File: src/rtl/axi4lite_read_master.sv
// AXI4-Lite single-outstanding read initiator: one command in, one AR/R transaction out, one response pulse back.
// Latency: 3 cycles from command accept to rsp_valid with a zero-wait slave; each slave wait cycle adds one.
// Backpressure: cmd_ready only while idle; a slave that stalls a phase for pTIMEOUT cycles is abandoned with an error.
module axi4lite_read_master #(
    parameter int pADDR_WIDTH = 12,
    parameter int pDATA_WIDTH = 32,
    parameter int pTIMEOUT    = 255
) (
    input  logic                   axis_clk,
    input  logic                   axis_rst_n,
    // local command side
    input  logic                   cmd_valid,
    output logic                   cmd_ready,
    input  logic [pADDR_WIDTH-1:0] cmd_addr,
    // AXI4-Lite read address channel
    output logic [pADDR_WIDTH-1:0] araddr,
    output logic                   arvalid,
    input  logic                   arready,
    // AXI4-Lite read data channel
    input  logic [pDATA_WIDTH-1:0] rdata,
    input  logic [1:0]             rresp,
    input  logic                   rvalid,
    output logic                   rready,
    // response side
    output logic                   rsp_valid,
    output logic [pDATA_WIDTH-1:0] rsp_data,
    output logic [1:0]             rsp_resp,
    output logic                   rsp_err,
    output logic                   rsp_timeout,
    output logic                   busy
);

    localparam int               CNT_W    = $clog2(pTIMEOUT + 1);
    localparam logic [CNT_W-1:0] CNT_LAST = CNT_W'(pTIMEOUT - 1);
    localparam logic [CNT_W-1:0] CNT_ONE  = CNT_W'(1);
    localparam logic [1:0]       RESP_SLVERR = 2'b10;

    typedef enum logic [1:0] {
        ST_IDLE,
        ST_ADDR,
        ST_DATA,
        ST_RESP
    } state_t;

    state_t           state;
    logic [CNT_W-1:0] tmo_cnt;
    logic             tmo_hit;

    // Counter has seen pTIMEOUT stalled cycles once it sits on its last value without a handshake.
    assign tmo_hit   = (tmo_cnt == CNT_LAST);
    assign cmd_ready = (state == ST_IDLE);
    assign busy      = (state != ST_IDLE);

    // Transaction sequencer: drives the AR/R handshakes, per-phase timeout and the registered response fields.
    always_ff @(posedge axis_clk) begin
        if (!axis_rst_n) begin
            state       <= ST_IDLE;
            tmo_cnt     <= '0;
            araddr      <= '0;
            arvalid     <= 1'b0;
            rready      <= 1'b0;
            rsp_valid   <= 1'b0;
            rsp_data    <= '0;
            rsp_resp    <= 2'b00;
            rsp_err     <= 1'b0;
            rsp_timeout <= 1'b0;
        end else begin
            rsp_valid <= 1'b0;
            case (state)
                ST_IDLE: begin
                    if (cmd_valid) begin
                        araddr      <= cmd_addr;
                        arvalid     <= 1'b1;
                        tmo_cnt     <= '0;
                        rsp_timeout <= 1'b0;
                        state       <= ST_ADDR;
                    end
                end
                ST_ADDR: begin
                    if (arready) begin
                        arvalid <= 1'b0;
                        rready  <= 1'b1;
                        tmo_cnt <= '0;
                        state   <= ST_DATA;
                    end else if (tmo_hit) begin
                        // Abandon without handshake; the system is expected to reset the slave.
                        arvalid     <= 1'b0;
                        rready      <= 1'b0;
                        rsp_data    <= '0;
                        rsp_resp    <= RESP_SLVERR;
                        rsp_err     <= 1'b1;
                        rsp_timeout <= 1'b1;
                        rsp_valid   <= 1'b1;
                        state       <= ST_RESP;
                    end else begin
                        tmo_cnt <= tmo_cnt + CNT_ONE;
                    end
                end
                ST_DATA: begin
                    if (rvalid) begin
                        rready      <= 1'b0;
                        rsp_data    <= rdata;
                        rsp_resp    <= rresp;
                        rsp_err     <= (rresp != 2'b00);
                        rsp_timeout <= 1'b0;
                        rsp_valid   <= 1'b1;
                        state       <= ST_RESP;
                    end else if (tmo_hit) begin
                        arvalid     <= 1'b0;
                        rready      <= 1'b0;
                        rsp_data    <= '0;
                        rsp_resp    <= RESP_SLVERR;
                        rsp_err     <= 1'b1;
                        rsp_timeout <= 1'b1;
                        rsp_valid   <= 1'b1;
                        state       <= ST_RESP;
                    end else begin
                        tmo_cnt <= tmo_cnt + CNT_ONE;
                    end
                end
                ST_RESP: begin
                    // rsp_valid was raised on entry and drops here, giving a single-cycle pulse.
                    state <= ST_IDLE;
                end
                default: begin
                    state <= ST_IDLE;
                end
            endcase
        end
    end

endmodule

File: config.mk
export PLATFORM = sky130hd
export DESIGN_NAME = axi4lite_read_master
export DESIGN_NICKNAME = d
export VERILOG_FILES = /design/src/rtl/axi4lite_read_master.sv
export SDC_FILE = /design/constraint.sdc
export NUM_CORES = 1
export LEC_CHECK = 0
export ABC_AREA = 1
export BUFFER_PORTS_ARGS = -buffer_cell sky130_fd_sc_hd__buf_2
export CORE_MARGIN = 2
export CORE_UTILIZATION = 25
export DETAILED_ROUTE_END_ITERATION = 8
export PLACE_DENSITY = 0.52
export SLEW_MARGIN = 0
export SYNTH_ARGS = -nofsm -noshare
export SYNTH_HDL_FRONTEND = slang
export SYNTH_SLANG_ARGS = --single-unit
File: constraint.sdc
create_clock -name axis_clk -period 1.9 [get_ports axis_clk]
set_clock_uncertainty 0.2 [all_clocks]
set_input_delay 0.095 -clock axis_clk [delete_from_list [all_inputs] [get_ports axis_clk]]
set_output_delay 0.095 -clock axis_clk [all_outputs]
set_load 0.02 [all_outputs]
Word-level counts from Yosys, hierarchy flattened:

Index checks and enable logic that the tools add are counted.

* reduce and logical (&&, ||, !) cells: 9
* $add $sub $neg: 1
* eq/ne operators: 7
* multipliers: 0
* order comparisons: 0
* shift operators: 0
* divide/modulo/power cells: 0
* bitwise gates (word level): 0
* multiplexer cells: 40

Operators with widths (count)
* 32-bit two-way mux: 3
* 32-bit case mux with 2 select lines: 1
* 8-bit two-way mux: 4
* 8-bit case mux with 3 select lines: 1
* 1-bit two-way mux: 17
* 2-bit two-way mux: 7
* 8-bit by 1-bit adder with 8-bit output, second input constant: 1
* 8-bit == test, second input constant: 1
* 2-bit case mux with 4 select lines: 1
* 2-bit inequality test, second input constant: 3
* 1-bit case mux with 2 select lines: 3
* 1-bit case mux with 3 select lines: 2
* 3-bit AND reduction: 2
* 2-bit nonzero test: 3
* 2-bit == test, second input constant: 2
* 2-bit case mux with 2 select lines: 1
* 2-bit AND reduction: 2
* 3-bit nonzero test: 1
* 2-bit by 1-bit == test with 1-bit output, second input constant: 1
* 2-bit zero test: 1

* latch bits: 0
* memories kept: 0
* bits in read-only memories: 0
* register bits after elaboration: 61
* output and inout port bits: 53
* bits in writable memories: 0
* input bits: 51

Longest topological paths before layout:

* depth after elaboration: 4
* depth in mapped cells: 11
* gate-level depth less buffers: 10

Worst setup path after synthesis:

Ideal clock, no wire load.

* path type: register -> register
* start: reg state[0]
* end: reg tmo_cnt[3]
* stages on the path, launching flop included: 9
* setup time: 0.117 ns
* arrival: 1.406 ns
* slack: 0.177 ns
* data required time: 1.583 ns
* buffers on the path: 0
* cells stage by stage: dfxtp_1 -> inv_1 -> ha_1 -> nand2_1 -> nand3_2 -> inv_1 -> o21ai_0 -> nand2_1 -> a21oi_2

* word-level cells in the longest chain between the ends: 3
* elaborated cells between the ends (all ways): 8
* those cells by class: 4 x eq/ne; 1 x mux; 3 x reduce/logical

RTL lines
* start: declaration: RTL line 45 `state_t state;`
* start signal: assignment: RTL line 57 `state <= ST_IDLE;`
* start signal: assignment: RTL line 76 `state <= ST_ADDR;`
* start signal: assignment: RTL line 84 `state <= ST_DATA;`
* 2-bit zero test *
* net cmd_ready: RTL line 13 `output logic cmd_ready,`
* 2-bit inequality test (no line) / 3-bit nonzero test (equally long branches)
* 3-bit AND reduction (no line)
* end signal: assignment: RTL line 96 `tmo_cnt <= tmo_cnt + CNT_ONE;`
* end signal: assignment: RTL line 118 `tmo_cnt <= tmo_cnt + CNT_ONE;`
* end: declaration: RTL line 46 `logic [CNT_W-1:0] tmo_cnt;`

Mark *: on every way through the listed nets, which the timed path passes. The rest lies on a longest branch.
A chain may end at the register's enable or synchronous reset.

Worst setup path in the final report:

* start: reg state[0]
* end: reg tmo_cnt[3]

* word-level cells in the longest chain between the ends: 3
* elaborated cells between the ends (all ways): 8
* those cells by class: 4 x eq/ne; 1 x mux; 3 x reduce/logical

RTL lines
* 2-bit == test, or another cell as far along: RTL line 69 `case (state)`
* 2-bit inequality test (no line) / 3-bit nonzero test (equally long branches)
* 3-bit AND reduction (no line)

Parallel ways exist; a longest one is shown, timed or not.

==> impl_metrics.py <==
metrics = {
    "setup_path": {
        "cp-start-kind": "flop",
        "endpoint_kind": "flop",
        "cp.required_ps": 1980,
        "cp-startpoint": "state[0]$_SDFFE_PN0P_",
        "cp_max_fo": 7,
        "cp.arrival_ps": 1830,
        "r2r-start": "state[0]$_SDFFE_PN0P_",
        "path_class": "flop to flop",
    },
    "floorplanning": {
        "start_util_pct": 25.58,
        "die_h_microns": 106.5,
        "die_w_microns": 106.5,
        "die_area_sq_mm": 0.01135,
        "ios": 104,
        "rows": 37,
        "coreArea_sq_mm": 0.01028,
    },
    "clock_tree": {
        "htreeDepth": 3,
        "root_buffer": "clkbuf_8",
        "clkSlewWorstSetupHoldPaths_ps": 70,
        "insertion_delay_ps": 340,
        "cts_tree": "yes",
        "clockBufferDepth": 2,
        "cts_buffers": 9,
        "cts_sinks": 61,
    },
    "hold_path": {
        "hp-start": "cmd_valid",
        "min_path_type": "input port to flop",
    },
    "sta": {
        "hold_viol": 0,
        "rsz0062_at_grt": "no",
        "finalSetupViolations": 0,
        "fin_setup_tns_ps": 0,
        "report.final.slew_viol_count": 0,
        "timing.final.crit_period_ps": 1757,
        "slew_headroom_pct": 73.76,
        "period_share_pct": 92.50,
        "fmax_mhz": 569.0,
        "tightest_slew_ps": 393.1,
    },
    "global_routing": {
        "grt_max_degree": 25,
        "use_met1_pct": 15.17,
        "grt.met2_usage_pct": 22.94,
        "grt_pass1_wl_microns": 12050,
        "overflow": 0,
        "grt_pass1_vias": 2659,
        "grt_usage_pct": 13.24,
        "antenna_found_initial": 0,
        "use_met3_pct": 5.457,
        "grt.busiest_layer": "met2",
    },
    "detailed_routing": {
        "vias": 2673,
        "avgViaCountPerCell": 4.177,
        "drt_iter0_drc": 112,
        "dr.pass1.iters": 4,
        "drc_errors": 0,
        "wl_microns": 7282,
        "ant_nets": 0,
        "wl_per_cell_microns": 11.38,
    },
    "placed_design": {
        "placed_area_sq_mm": 0.003323,
        "dp_hpwl_microns": 4891,
        "dp_cells": 575,
        "routabilityCongestion": 0.7944,
        "io_buffers": 103,
    },
    "pwr": {
        "p_leak_nw": 1.800,
        "netSwitchingFraction_pct": 27.83,
        "comb_power_share_pct": 15.8,
        "p_switching_mw": 0.8246,
        "p_int_mw": 2.138,
        "powerDensity_mw_per_mm2": 739.4,
        "power_mw": 2.962,
        "seqPwrFrac_pct": 45.7,
        "clockPowerShare_pct": 38.5,
        "ir_drop_v": 0.0004489,
    },
    "yosys": {
        "synth_warnings": 0,
        "synth_ff_type": "dfxtp_1",
        "synth_nets": 399,
        "netlist-cell-type-count": 26,
        "synth_most_common_cell": "nand2_1",
        "netlist_instances": 341,
        "synth_area_per_cell_sq_um": 7.709,
        "seq_area_frac_synth_pct": 46.45,
        "synthArstFlopShare_pct": 0,
        "synth.largest_area_cell": "dfxtp_1",
        "syn_area_sq_mm": 0.002629,
        "yosys.area.top_type_share_pct": 46.45,
        "synth_edf_count": 0,
        "synth_top_cells_by_count": "102 x nand2_1, 61 x dfxtp_1, 36 x a21oi_1",
        "synth_area_leaders": "dfxtp_1 46%, nand2_1 15%, a21oi_1 6.9%",
        "ys_ff_latch": 61,
    },
    "finish": {
        "final_util_pct": 38.98,
        "fin_nets": 557,
        "area_growth_pct": 52.40,
        "final_area_sq_mm": 0.004006,
        "drive_gt1_share_pct": 32.94,
        "diodes": 0,
        "fill_cells": 1087,
        "regArea_sq_mm": 0.001222,
        "multi_input_area_sq_mm": 0.001234,
        "final_cells": 640,
    },
    "status": {
        "status": "complete, no violations",
    },
    "job": {
        "max_cap_viol_count": 0,
    },
}
==> stage by stage <==
stage                     hold WS [ps]  setup slack, ps
final                            94.78            142.5
after global routing             139.5            12.06
after CTS                        83.08            78.95
after detailed placement         150.1            91.55
after global placement           138.7            162.4
after floorplan                  42.28            177.3
==> cell type report <==
class	instances	share of cell area [%]
tap	136	4.247
clock inverter	6	1.593
sequential	61	30.51
multi-input combinational	243	30.79
clock buffer	10	3.186
timing repair buffer	162	27.61
inverter	22	2.061
==> logic make-up after synthesis <==
logic type | synth area share, %
flip-flops | 46.45
AND/OR/NAND/NOR | 27.13
AO/OA/AOI/OAI | 16.47
buffers and inverters | 6.616
adder cells (fa/ha/maj) | 3.332
==> layer usage <==
| metal | part of all wire [%] | up-vias |
|---|---|---|
| met5 | 0 | - |
| met2 | 48 | 76 |
| li1 | - | 1398 |
| met3 | 6.5 | 10 |
| met4 | 1.2 | 0 |
| met1 | 44 | 1189 |
==> placed cells by master, fill, tap and decap left out <==
master / Yosys / routed
o21ai_1: 2 / 2
clkinvlp_4: 0 / 2
nand2_1: 102 / 102
dfxtp_2: 0 / 1
o21ai_2: 1 / 1
a21oi_4: 1 / 1
a21oi_2: 12 / 12
or2_0: 1 / 1
nand2_4: 3 / 3
nand3b_1: 1 / 1
buf_12: 0 / 2
inv_1: 21 / 20
a211oi_2: 1 / 1
inv_2: 1 / 2
nand3_2: 1 / 1
a21oi_1: 36 / 36
bufinv_16: 0 / 1
nor2_2: 1 / 1
nor2_4: 3 / 3
o21ai_0: 20 / 20
clkbuf_1: 6 / 1
buf_2: 4 / 103
dlygate4sd3_1: 0 / 49
clkinv_4: 0 / 1
nor3b_1: 1 / 1
ha_1: 7 / 7
nor2_1: 32 / 32
buf_4: 0 / 8
clkinv_2: 0 / 2
nand2_2: 12 / 12
clkbuf_8: 0 / 9
dfxtp_1: 61 / 60
nand3_1: 6 / 6
==> critical path, cell delays in order, from the launching register on <==
cell and delay, ps:
dfxtp_1 400, inv_1 100, ha_1 240, nand2_2 150, nand3_2 150, nor2_4 230
nand2_1 90, a21oi_2 130
==> path summary, 6_finish.rpt <==
check | to | slack [ps] | depth (start not counted)
worst max register to register | tmo_cnt[3]$_SDFFE_PN0P_ | 140 | 7
worst max-delay path | tmo_cnt[3]$_SDFFE_PN0P_ | 140 | 7
worst min-delay path | state[1]$_SDFFE_PN0P_ | 90 | 7
worst min register to register | rsp_resp[0]$_SDFFE_PN0P_ | 260 | 2
==> power by group through the flow <==
stage | Combinational [mW] | Sequential (mW) | Clock (mW)
5_1_grt | 0.518 | 1.36 | 1.24
3_5_place_dp | 0.392 | 1.38 | 0
2_1_floorplan | 0.186 | 1.43 | 0
3_3_place_gp | 0.389 | 1.38 | 0
6_report | 0.469 | 1.35 | 1.14
4_1_cts | 0.470 | 1.35 | 1.19
==> state kept, by name (all words and copies together), names as in the netlist <==
| signal | flops |
|---|---|
| araddr | 12 |
| arvalid | 1 |
| rready | 1 |
| rsp_data | 32 |
| rsp_err | 1 |
| rsp_resp | 2 |
| rsp_timeout | 1 |
| rsp_valid | 1 |
| state | 2 |
| tmo_cnt | 8 |
==> what timing repair did <==
action | CTS | global route
hold buffers | 49 | 0
hold endpoints to repair | 51 | 0
resized for setup | 0 | 2
setup endpoints to repair | 0 | 25
buffers inserted | 0 | 0
No activity file was read; power rests on OpenSTA's default activity.
